===== config.mk =====
export PLATFORM = sky130hd
export DESIGN_NAME = imem_loader
export DESIGN_NICKNAME = d
export VERILOG_FILES = /design/src/rtl/imem_loader_pkg.sv /design/src/rtl/imem_loader.sv
export SDC_FILE = /design/constraint.sdc
export NUM_CORES = 1
export LEC_CHECK = 0
export ABC_AREA = 1
export BUFFER_PORTS_ARGS = -buffer_cell sky130_fd_sc_hd__buf_2
export CAP_MARGIN = 10
export CELL_PAD_IN_SITES_DETAIL_PLACEMENT = 0
export CELL_PAD_IN_SITES_GLOBAL_PLACEMENT = 1
export CORE_MARGIN = 2
export CORE_UTILIZATION = 44
export CTS_BUF_LIST = sky130_fd_sc_hd__clkbuf_8 sky130_fd_sc_hd__clkbuf_16
export DETAILED_ROUTE_END_ITERATION = 10
export PLACE_DENSITY_LB_ADDON = 0.25
export SETUP_SLACK_MARGIN = 0.5
export SKIP_LAST_GASP = 1
export SLEW_MARGIN = 20
export SYNTH_ARGS = -nofsm -noshare
export SYNTH_HDL_FRONTEND = slang
export SYNTH_SLANG_ARGS = --single-unit
export TNS_END_PERCENT = 50

===== constraint.sdc =====
create_clock -name clk -period 4 [get_ports clk]
set_input_delay 0.2 -clock clk [delete_from_list [all_inputs] [get_ports clk]]
set_output_delay 0.2 -clock clk [all_outputs]
set_load 0.005 [all_outputs]

===== src/rtl/imem_loader_pkg.sv =====
// rtl/imem_loader_pkg.sv - shared instruction-memory constants and loader state encoding
package imem_loader_pkg;

   localparam int MEM_CELL_SIZE  = 8;
   localparam int INSTR_MEM_SIZE = 1024;

   typedef enum logic [2:0] {
      S_IDLE,
      S_LEN_HI,
      S_LEN_LO,
      S_DATA,
      S_CSUM,
      S_DONE,
      S_ERROR
   } state_t;

endpackage


===== src/rtl/imem_loader.sv =====
// rtl/imem_loader.sv - boot-time framed byte-stream writer for the instruction memory
module imem_loader
   import imem_loader_pkg::*;
#(
   parameter int MEM_SIZE = INSTR_MEM_SIZE,
   parameter int ADDR_W   = $clog2(MEM_SIZE)
) (
   input  logic                     clk,
   input  logic                     rst,
   input  logic                     start,
   input  logic [MEM_CELL_SIZE-1:0] in_data,
   input  logic                     in_valid,
   output logic                     in_ready,
   output logic                     mem_we,
   output logic [ADDR_W-1:0]        mem_addr,
   output logic [MEM_CELL_SIZE-1:0] mem_wdata,
   output logic                     cpu_hold,
   output logic                     done,
   output logic                     error
);

   state_t                     state;
   state_t                     state_next;
   logic [MEM_CELL_SIZE-1:0]   len_hi;
   logic [ADDR_W:0]            len;
   logic [ADDR_W:0]            idx;
   logic [MEM_CELL_SIZE-1:0]   csum;
   logic                       accept;
   logic                       start_ok;
   logic [15:0]                frame_len;
   logic                       len_bad;
   logic                       last_data;

   assign accept    = in_valid & in_ready;
   assign start_ok  = start & ((state == S_IDLE) | (state == S_DONE) | (state == S_ERROR));
   assign frame_len = {len_hi, in_data};
   // Odd lengths would split a 16-bit instruction across images.
   assign len_bad   = frame_len[0] | (32'(frame_len) > 32'(MEM_SIZE));
   assign last_data = (idx == (len - 1'b1));

   always_ff @(posedge clk) begin
      if (rst) state <= S_IDLE;
      else     state <= state_next;
   end

   always_comb begin
      state_next = state;
      case (state)
         S_IDLE:   if (start_ok) state_next = S_LEN_HI;
         S_LEN_HI: if (accept)   state_next = S_LEN_LO;
         S_LEN_LO: begin
            if (accept) begin
               if (len_bad)              state_next = S_ERROR;
               else if (frame_len == '0) state_next = S_CSUM;
               else                      state_next = S_DATA;
            end
         end
         S_DATA:   if (accept && last_data) state_next = S_CSUM;
         S_CSUM: begin
            if (accept) state_next = (in_data == csum) ? S_DONE : S_ERROR;
         end
         S_DONE, S_ERROR: if (start_ok) state_next = S_LEN_HI;
         default:  state_next = S_IDLE;
      endcase
   end

   always_comb begin
      in_ready = 1'b0;
      cpu_hold = 1'b1;
      done     = 1'b0;
      error    = 1'b0;
      case (state)
         S_LEN_HI, S_LEN_LO, S_DATA, S_CSUM: in_ready = 1'b1;
         S_DONE: begin
            cpu_hold = 1'b0;
            done     = 1'b1;
         end
         S_ERROR:  error = 1'b1;
         default:  ;
      endcase
   end

   // Write port is registered: a byte accepted in cycle t lands at the edge ending t+1.
   always_ff @(posedge clk) begin
      if (rst) begin
         len_hi    <= '0;
         len       <= '0;
         idx       <= '0;
         csum      <= '0;
         mem_we    <= 1'b0;
         mem_addr  <= '0;
         mem_wdata <= '0;
      end else begin
         mem_we <= 1'b0;
         if (start_ok) begin
            idx  <= '0;
            csum <= '0;
         end
         if (accept) begin
            case (state)
               S_LEN_HI: len_hi <= in_data;
               S_LEN_LO: len    <= frame_len[ADDR_W:0];
               S_DATA: begin
                  mem_we    <= 1'b1;
                  mem_addr  <= idx[ADDR_W-1:0];
                  mem_wdata <= in_data;
                  csum      <= csum ^ in_data;
                  idx       <= idx + 1'b1;
               end
               default: ;
            endcase
         end
      end
   end

endmodule


Word-level counts from Yosys, hierarchy flattened
Index checks and enable logic that the tools add are counted.
{"block": "totals", "reg_bits": 60, "output_inout_bits": 23, "word_cells": 61, "in_bits": 12}
{"block": "classes", "addsub": 2, "muxes": 20, "reduce_logical": 10, "eq_ne": 13, "n_lt_le_gt_ge": 1, "bitwise": 7}
{"operator": "11-bit two-way mux", "count": 3}
{"operator": "8-bit two-way mux", "count": 3}
{"operator": "3-bit two-way mux", "count": 7}
{"operator": "16-bit by 11-bit > comparator with 1-bit output, second input constant", "count": 1}
{"operator": "16-bit zero test", "count": 1}
{"operator": "3-bit one-hot mux with 5 select lines", "count": 1}
{"operator": "11-bit by 1-bit adder with 11-bit output, second input constant", "count": 1}
{"operator": "11-bit equality test", "count": 1}
{"operator": "11-bit by 1-bit subtractor with 11-bit output, second input constant", "count": 1}
{"operator": "3-bit equality test, second input constant", "count": 3}
{"operator": "8-bit equality test", "count": 1}
{"operator": "2-bit != test, second input constant", "count": 4}
{"operator": "8-bit XOR", "count": 1}
{"operator": "3-bit by 2-bit equality test with 1-bit output, second input constant", "count": 2}
{"operator": "2-bit AND reduction", "count": 3}
{"operator": "1-bit two-way mux", "count": 5}
{"operator": "5-bit AND reduction", "count": 1}
{"operator": "4-bit OR reduction", "count": 1}
{"operator": "3-bit by 1-bit equality test with 1-bit output, second input constant", "count": 1}
{"operator": "3-bit zero test", "count": 1}
{"operator": "1-bit OR", "count": 3}
{"operator": "3-bit OR reduction", "count": 1}
{"operator": "1-bit AND", "count": 2}
{"operator": "2-bit two-way mux", "count": 1}
{"operator": "4 further kinds", "count": 4}

Longest topological paths before layout
Gate-level depths: netlist of the first run.
{"block": "depth", "ltp_word": 7, "depth_mapped": 15, "mapped_depth_nobuf": 15}

Worst setup path after synthesis of the first run
Ideal clock, no wire load.
{"block": "synth_timing", "kind": "register to register", "startpoint": "register len[0]", "endpoint": "register state[1]", "synth_period_minus_slack_ps": 1596, "path_slack_ps": 2404, "path_buffers": 0, "required_ps": 3885, "path_stages_with_launch": 16, "arrival_ps": 1480, "setup_ps": 115, "cell_sequence": "dfxtp_1 > inv_1 > ha_1 > inv_1 > nand2_1 > nand2_1 > nor2_1 > nand2_1 > nor2_1 > nand2_1 > nor2_1 > nand3_1 > nand2_1 > nand2_1 > o21ai_0 > inv_1"}
{"block": "synth_between", "elab_chain_cells": 5}
{"element": "start: declaration", "line": "imem_loader.sv:25", "source": "logic [ADDR_W:0] len;"}
{"element": "start signal: assignment", "line": "imem_loader.sv:102", "source": "S_LEN_LO: len <= frame_len[ADDR_W:0];"}
{"element": "11-bit by 1-bit subtractor with 11-bit output", "line": "imem_loader.sv:39", "source": "assign last_data = (idx == (len - 1'b1));"}
{"element": "11-bit equality test", "line": "imem_loader.sv:39"}
{"element": "1-bit logical AND", "line": "imem_loader.sv:58", "source": "S_DATA: if (accept && last_data) state_next = S_CSUM;"}
{"element": "2-bit != test (no line)"}
{"element": "5-bit AND reduction (no line)"}
{"element": "end signal: assignment", "line": "imem_loader.sv:43", "source": "else state <= state_next;"}
{"element": "end: declaration", "line": "imem_loader.sv:22", "source": "state_t state;"}
No other way between the ends.
A chain may end at the register's enable or synchronous reset.

Worst setup path in the final report of the first run
{"block": "layout_timing", "startpoint": "register state[2]", "endpoint": "register csum[7]"}
{"block": "layout_between", "elab_chain_cells": 7, "elab_cells_between_ends": 16, "cone_classes": "eq/ne (6); mux (4); bitwise (4); reduce/logical (2)"}
{"element": "3-bit equality test or 3-bit zero test (tied branches)", "line": "imem_loader.sv:35", "source": "assign start_ok = start & ((state == S_IDLE) | (state == S_DONE) | (state == S_ERROR));"}
{"element": "1-bit OR (2 in a row)", "line": "imem_loader.sv:35"}
{"element": "1-bit AND", "line": "imem_loader.sv:35"}
{"element": "8-bit two-way mux", "line": "imem_loader.sv:95", "source": "if (start_ok) begin"}
{"element": "8-bit two-way mux", "line": "imem_loader.sv:100", "source": "case (state)"}
{"element": "8-bit two-way mux *", "line": "imem_loader.sv:99", "source": "if (accept) begin"}
{"element": "end signal: assignment", "line": "imem_loader.sv:107", "source": "csum <= csum ^ in_data;"}
{"element": "end: declaration", "line": "imem_loader.sv:27", "source": "logic [MEM_CELL_SIZE-1:0] csum;"}
Every way passes the cells marked *; elsewhere a longest branch is shown, timed or not.

==> flow_summary.json, run 1 <==
{
  "postRouteAntennaNets": 0,
  "cts-resized-gates": 0,
  "yosysWarnings": 0,
  "htree_levels": 3,
  "regArea_mm2": 0.00120,
  "multiInputGateArea_mm2": 0.00146,
  "ir_drop_mv": 0.359,
  "yosys.area_share.simple_pct": 28.3,
  "drt_iter0_drc": 142,
  "netlist_area_mm2": 0.00297,
  "p_sw_share_pct": 36.7,
  "critPathMaxStageDelay_ns": 0.44,
  "setup_viol_count_final": 0,
  "cp_top_family": "simple AND/OR/NAND/NOR gates",
  "path_cells": "inv_1 -> nand3_1 -> nor2_2 -> inv_2 -> nor2_2 -> inv_2 -> o22ai_1",
  "firstDrtPassIters": 5,
  "slew_violations": 0,
  "track_usage_pct": 21.2,
  "cp-start-kind": "flip-flop",
  "clockBufferDepth": 2,
  "synth-xor-area-share_pct": 3.83,
  "fin_cells": 550,
  "die_w_um": 86.2,
  "grt_max_degree": 41,
  "cts_hold_buf": 0,
  "clk_latency_ns": 0.34,
  "route.detailed.drc": 0,
  "synth_cells": 434,
  "clkSinkCount": 60,
  "hold_class": "primary input to flip-flop",
  "nets": 482,
  "finalClockSkew_ns": 0.00418,
  "p_total_mw": 1.87,
  "rows": 29,
  "drt_wl_total_mm": 7.27,
  "min_period_ns": 2.33,
  "area_growth_pct": 14.0,
  "async_flop_share_pct": 0,
  "globalplace.congestion": 0.917,
  "dieArea_mm2": 0.00742,
  "wl_per_cell_um": 13.2,
  "drive_above_1_share_pct": 13.1,
  "yosysMostFrequentCell": "nand2_1",
  "viasPerCell": 5.12,
  "fmax_ghz": 0.429,
  "yosys.area.top_type": "dfxtp_1",
  "synthesis.nets": 448,
  "synth.distinct_cells": 28,
  "critPathMaxFanout": 23,
  "synth_common_cells": "82 x nand2_1, 64 x inv_1, 60 x dfxtp_1",
  "root_buffer": "clkbuf_8",
  "status": "complete, no violations",
  "grt_pass1_vias": 2570,
  "synth_area_leaders": "dfxtp_1 40%, nand2_1 10%, o21ai_0 8.9%, inv_1 8.1%, nand3_1 7.4%",
  "coreArea_mm2": 0.00642,
  "synth-compound-area-share_pct": 16.0,
  "p_switching_uw": 685,
  "relSlewSlack_pct": 51.3,
  "synth_edf_count": 0,
  "crit_path_end_kind": "flip-flop",
  "dpl.hpwl_mm": 5.34,
  "post-place-cells": 534,
  "max_cap_violations": 0,
  "min_period_over_period_pct": 58.2,
  "pin_count": 35,
  "seqPwrFrac_pct": 38.1,
  "worst_pin_slew_ns": 0.728,
  "post_cts_buffers": 0,
  "gr-total-overflow": 0,
  "finalHoldViolCount": 0,
  "slowest_stage": "nor2_2",
  "cts_buffers": 9,
  "clkSlewWorstSetupHoldPaths_ns": 0.07,
  "finalSetupTns_ns": 0,
  "clockPowerShare_pct": 29.8,
  "synth_top_family_by_area": "simple AND/OR/NAND/NOR gates",
  "pwr-share-comb_pct": 32.1,
  "fillers": 655,
  "crit_type": "flip-flop to flip-flop",
  "diodes": 0,
  "leakage_nw": 1.57,
  "ys_seq_area_share_pct": 40.4,
  "synth_ff_type": "dfxtp_1",
  "synth_top_area_share_pct": 40.4,
  "avgSynthCellArea_um2": 6.84,
  "port_buffers": 34,
  "whs_ns": 0.170,
  "die_h_um": 86.2,
  "grt_pass1_wl_mm": 12.2,
  "dr_total_vias": 2815,
  "rsz0062_at_grt": "no",
  "synth_mux_area_share_pct": 0,
  "path_buf_inv": 3,
  "ys_ff_latch": 60,
  "antenna_found_initial": 0,
  "crit_arrival_ns": 2.58,
  "critPathRequiredTime_ns": 4.26,
  "cts_tree": "done",
  "p_per_area_mw_per_mm2": 551,
  "intPower_mw": 1.18,
  "start_util_pct": 46.2,
  "synth_fa_ha_area_share_pct": 0.842
}
## flip-flops by register name (all words and copies together) (netlist names)
signal     count
len_hi         8
mem_wdata      8
mem_we         1
len           11
csum           8
mem_addr      10
state          3
idx           11
## power groups by stage
stage | Clock, mW | Combinational (mW) | Sequential [mW]
floorplan | 0 | 0.471 | 0.710
global placement | 0 | 0.591 | 0.720
detailed placement | 0 | 0.594 | 0.723
CTS | 0.567 | 0.598 | 0.710
global route | 0.593 | 0.694 | 0.720
finish | 0.556 | 0.599 | 0.711
## stage by stage
stage                     instance area [µm²]  setup slack (ns)  utilization [%]
final                                    3390              1.67             52.7
after global routing                     3390              1.35             52.7
after CTS                                3390              1.67             52.7
after detailed placement                 3180              1.69             49.6
after global placement                   3180              1.81             49.6
after floorplan                          2970              2.40                -
## final timing paths
check | cells past startpoint | slack (ns) | to | from
worst max-delay path | 7 | 1.67 | csum[7]$_SDFF_PP0_ | state[2]$_SDFFE_PP0P_
worst min-delay path | 3 | 0.17 | mem_wdata[5]$_SDFFE_PP0P_ | in_data[5]
worst max register to register | 7 | 1.67 | csum[7]$_SDFF_PP0_ | state[2]$_SDFFE_PP0P_
worst min register to register | 2 | 0.46 | mem_addr[8]$_SDFFE_PP0P_ | mem_addr[8]$_SDFFE_PP0P_
## worst reg2reg max path: stages, from the launching register on
cell and delay [ns]:
dfxtp_1 0.37, inv_1 0.13, nand3_1 0.16, nor2_2 0.40
inv_2 0.30, nor2_2 0.45, inv_2 0.23, o22ai_1 0.22
## per-layer routing
| layer | global-route usage, % | vias to the layer above | share of wire, % |
|---|---|---|---|
| met5 | 0 | - | 0 |
| met4 | 8.08 | 0 | 2.2 |
| met3 | 4.43 | 15 | 4.2 |
| met2 | 33.3 | 58 | 45 |
| met1 | 28.6 | 1264 | 48 |
| li1 | - | 1478 | - |
## cell families (layout without fill, tap and decap cells)
group / count (synthesis) / in the layout
and+or+nand+nor: 190 / 190
buffers and inverters: 79 / 118
AOI/OAI and AO/OA: 90 / 90
DFF: 60 / 60
adders and majority gates: 2 / 2
xor gates and xnor gates: 13 / 13
## final cells by class
class	instances	area share [%]
clock buffers	11	4.47
clock inverters	5	1.55
inverters	67	7.43
multi-input cells	295	43.0
flip-flops and latches	60	35.5
well taps	77	2.84
repair buffers	35	5.25
## layout by cell type (no fill, tap or decap)
| cell | n |
|---|---|
| o22ai_1 | 4 |
| a311oi_1 | 2 |
| nand3b_1 | 1 |
| o2111a_1 | 1 |
| nor3_2 | 1 |
| buf_2 | 34 |
| xnor2_1 | 5 |
| nand4_1 | 3 |
| ha_1 | 2 |
| inv_1 | 66 |
| nor2_4 | 2 |
| nand3_1 | 44 |
| a21oi_1 | 27 |
| buf_4 | 1 |
| inv_2 | 3 |
| nor3_1 | 6 |
| o211ai_1 | 3 |
| o21ai_0 | 53 |
| nand3_2 | 4 |
| dfxtp_1 | 60 |
| clkbuf_8 | 11 |
| nand2_1 | 82 |
| bufinv_16 | 1 |
| clkinvlp_4 | 2 |
| nor2_2 | 2 |
| nand2_2 | 1 |
| nor2_1 | 44 |
| xor2_1 | 8 |
(Power assumes the default switching activity.)
==> inputs of run 2 (changes only) <==
--- a/config.mk
+++ b/config.mk
@@ -11,7 +11,7 @@
 export CELL_PAD_IN_SITES_DETAIL_PLACEMENT = 0
 export CELL_PAD_IN_SITES_GLOBAL_PLACEMENT = 1
 export CORE_MARGIN = 2
-export CORE_UTILIZATION = 44
+export CORE_UTILIZATION = 41
 export CTS_BUF_LIST = sky130_fd_sc_hd__clkbuf_8 sky130_fd_sc_hd__clkbuf_16
 export DETAILED_ROUTE_END_ITERATION = 10
 export PLACE_DENSITY_LB_ADDON = 0.25
==> constraint.sdc (replaced) <==
create_clock -name clk -period 2.3 [get_ports clk]
set_input_delay 0.115 -clock clk [delete_from_list [all_inputs] [get_ports clk]]
set_output_delay 0.115 -clock clk [all_outputs]
set_load 0.005 [all_outputs]
==> flow_summary.json, run 2 (same netlist as run 1, synthesis figures left out) <==
{
  "timing.rr.start": "len[0]$_SDFFE_PP0P_",
  "hold_class": "primary input to flip-flop",
  "drt_iter0_drc": 143,
  "root_buffer": "clkbuf_8",
  "finalClockSkew_ns": 0.00671,
  "pin_count": 35,
  "wl_per_cell_um": 13.1,
  "setup_viol_count_final": 0,
  "dr_total_vias": 2848,
  "ir_drop_mv": 0.443,
  "route.detailed.drc": 0,
  "min_period_ns": 1.74,
  "critPathMaxStageDelay_ns": 0.37,
  "path_buf_inv": 3,
  "hp-start": "in_data[4]",
  "worst_pin_slew_ns": 0.500,
  "slew_violations": 0,
  "diodes": 0,
  "clk_latency_ns": 0.34,
  "grt_max_degree": 18,
  "cts_tree": "done",
  "dieArea_mm2": 0.00794,
  "relSlewSlack_pct": 66.6,
  "finalHoldViolCount": 0,
  "critPathRequiredTime_ns": 2.54,
  "reg2reg_slack_ns": 0.56,
  "htree_levels": 3,
  "globalplace.congestion": 0.886,
  "port_buffers": 34,
  "crit_arrival_ns": 1.98,
  "pwr-share-comb_pct": 34.3,
  "fillers": 745,
  "clkSinkCount": 60,
  "clkSlewWorstSetupHoldPaths_ns": 0.07,
  "leakage_nw": 1.60,
  "p_total_mw": 3.31,
  "postRouteAntennaNets": 0,
  "coreArea_mm2": 0.00714,
  "die_h_um": 89.1,
  "clockBufferDepth": 2,
  "p_sw_share_pct": 38.3,
  "start_util_pct": 41.6,
  "cp_top_family": "simple AND/OR/NAND/NOR gates",
  "p_switching_mw": 1.27,
  "worstReg2RegEnd": "state[0]$_SDFFE_PP0P_",
  "viasPerCell": 4.91,
  "drt_wl_total_mm": 7.60,
  "grt_pass1_wl_mm": 12.3,
  "top_regs": "idx: 11 flops, len: 11 flops, mem_addr: 10 flops",
  "die_w_um": 89.1,
  "r2r_cells": 15,
  "whs_endpoint": "mem_wdata[4]$_SDFFE_PP0P_",
  "antenna_found_initial": 0,
  "nets": 491,
  "grt_pass1_vias": 2541,
  "drive_above_1_share_pct": 17.5,
  "cp-start-kind": "flip-flop",
  "critPathMaxFanout": 4,
  "fmax_ghz": 0.575,
  "max_cap_violations": 0,
  "status": "complete, no violations",
  "gr-total-overflow": 0,
  "clockPowerShare_pct": 28.2,
  "dpl.hpwl_mm": 5.54,
  "hold_path_depth": 3,
  "firstDrtPassIters": 4,
  "final_common_cell": "nand2_1",
  "cts_hold_buf": 0,
  "min_period_over_period_pct": 75.6,
  "seqPwrFrac_pct": 37.5,
  "cp-startpoint": "len[0]$_SDFFE_PP0P_",
  "cts_buffers": 9,
  "finalSetupTns_ns": 0,
  "rows": 31,
  "slowest_stage": "dfxtp_4",
  "area_growth_pct": 18.0,
  "final_cell_mix": "79 x nand2_1, 61 x inv_1, 58 x dfxtp_1",
  "track_usage_pct": 20.3,
  "p_per_area_mw_per_mm2": 945,
  "path_cells": "inv_4 -> ha_4 -> inv_2 -> nand2_2 -> nand2_1 -> nor2_1 -> nand2_1 -> nor2_2 -> nand2_1 -> nor2_1 -> nand3_1 -> nand2_2 -> nand2_2 -> o21ai_2 -> inv_1",
  "intPower_mw": 2.05,
  "rsz0062_at_grt": "yes",
  "crit_path_end_kind": "flip-flop",
  "crit_type": "flip-flop to flip-flop"
}
run 2: worst min-delay path: cells and delay by family:
family | cells | cell delay [ns]
buf+inv | 1 | 0.15
simple gates | 2 | 0.12
run 2: per-layer routing:
metal  part of all wire [%]  vias up  global-route usage, %  wire length, µm
met1                     48     1290                   27.1             3660
li1                       -     1494                      -                -
met5                      0        -                      0                0
met3                    3.6       13                   3.97              273
met2                     46       51                   31.2             3480
met4                    2.5        0                   10.3              193
run 2: worst max path at each step:
stage                            end  depth (start not counted)  slack (ns)
2_1_floorplan  state[1]$_SDFFE_PP0P_                         15        0.70
3_3_place_gp   state[1]$_SDFFE_PP0P_                         15        0.57
3_5_place_dp   state[0]$_SDFFE_PP0P_                         13        0.49
4_1_cts        state[1]$_SDFFE_PP0P_                         15        0.51
5_1_grt        state[0]$_SDFFE_PP0P_                         15        0.34
6_report       state[0]$_SDFFE_PP0P_                         15        0.56
run 2: area by class of cell:
cell class	count	area [µm²]	share of cell area [%]
sequential	60	1210	34.4
inverter	67	254	7.24
multi-input combinational	295	1490	42.4
tap	99	124	3.53
timing repair buffer	44	245	7.00
clock buffer	9	124	3.53
clock inverter	6	66.3	1.89
run 2: timing repair:
action,CTS,global route
endpoints found under the setup margin,2,10
pin swaps,0,10
cloned,0,0
resized for setup,2,15
setup buffers,0,4
run 2: per-stage QoR:
stage / cells / hold WS (ns) / utilization (%) / setup slack, ns / area, µm²
2_1_floorplan: 434 / 0.218 / - / 0.704 / 2970
3_3_place_gp: 561 / 0.428 / 45.5 / 0.573 / 3250
3_5_place_dp: 561 / 0.428 / 45.5 / 0.491 / 3250
4_1_cts: 576 / 0.0698 / 48.2 / 0.515 / 3440
5_1_grt: 580 / 0.0949 / 49.1 / 0.337 / 3510
6_report: 580 / 0.0710 / 49.1 / 0.561 / 3510
run 2: power by group through the flow:
| stage | Combinational, mW | Clock, mW | Sequential [mW] |
|---|---|---|---|
| CTS | 1.06 | 0.957 | 1.24 |
| floorplan | 0.819 | 0 | 1.23 |
| global placement | 1.06 | 0 | 1.26 |
| global route | 1.30 | 1.00 | 1.25 |
| finish | 1.14 | 0.935 | 1.24 |
| detailed placement | 1.05 | 0 | 1.26 |
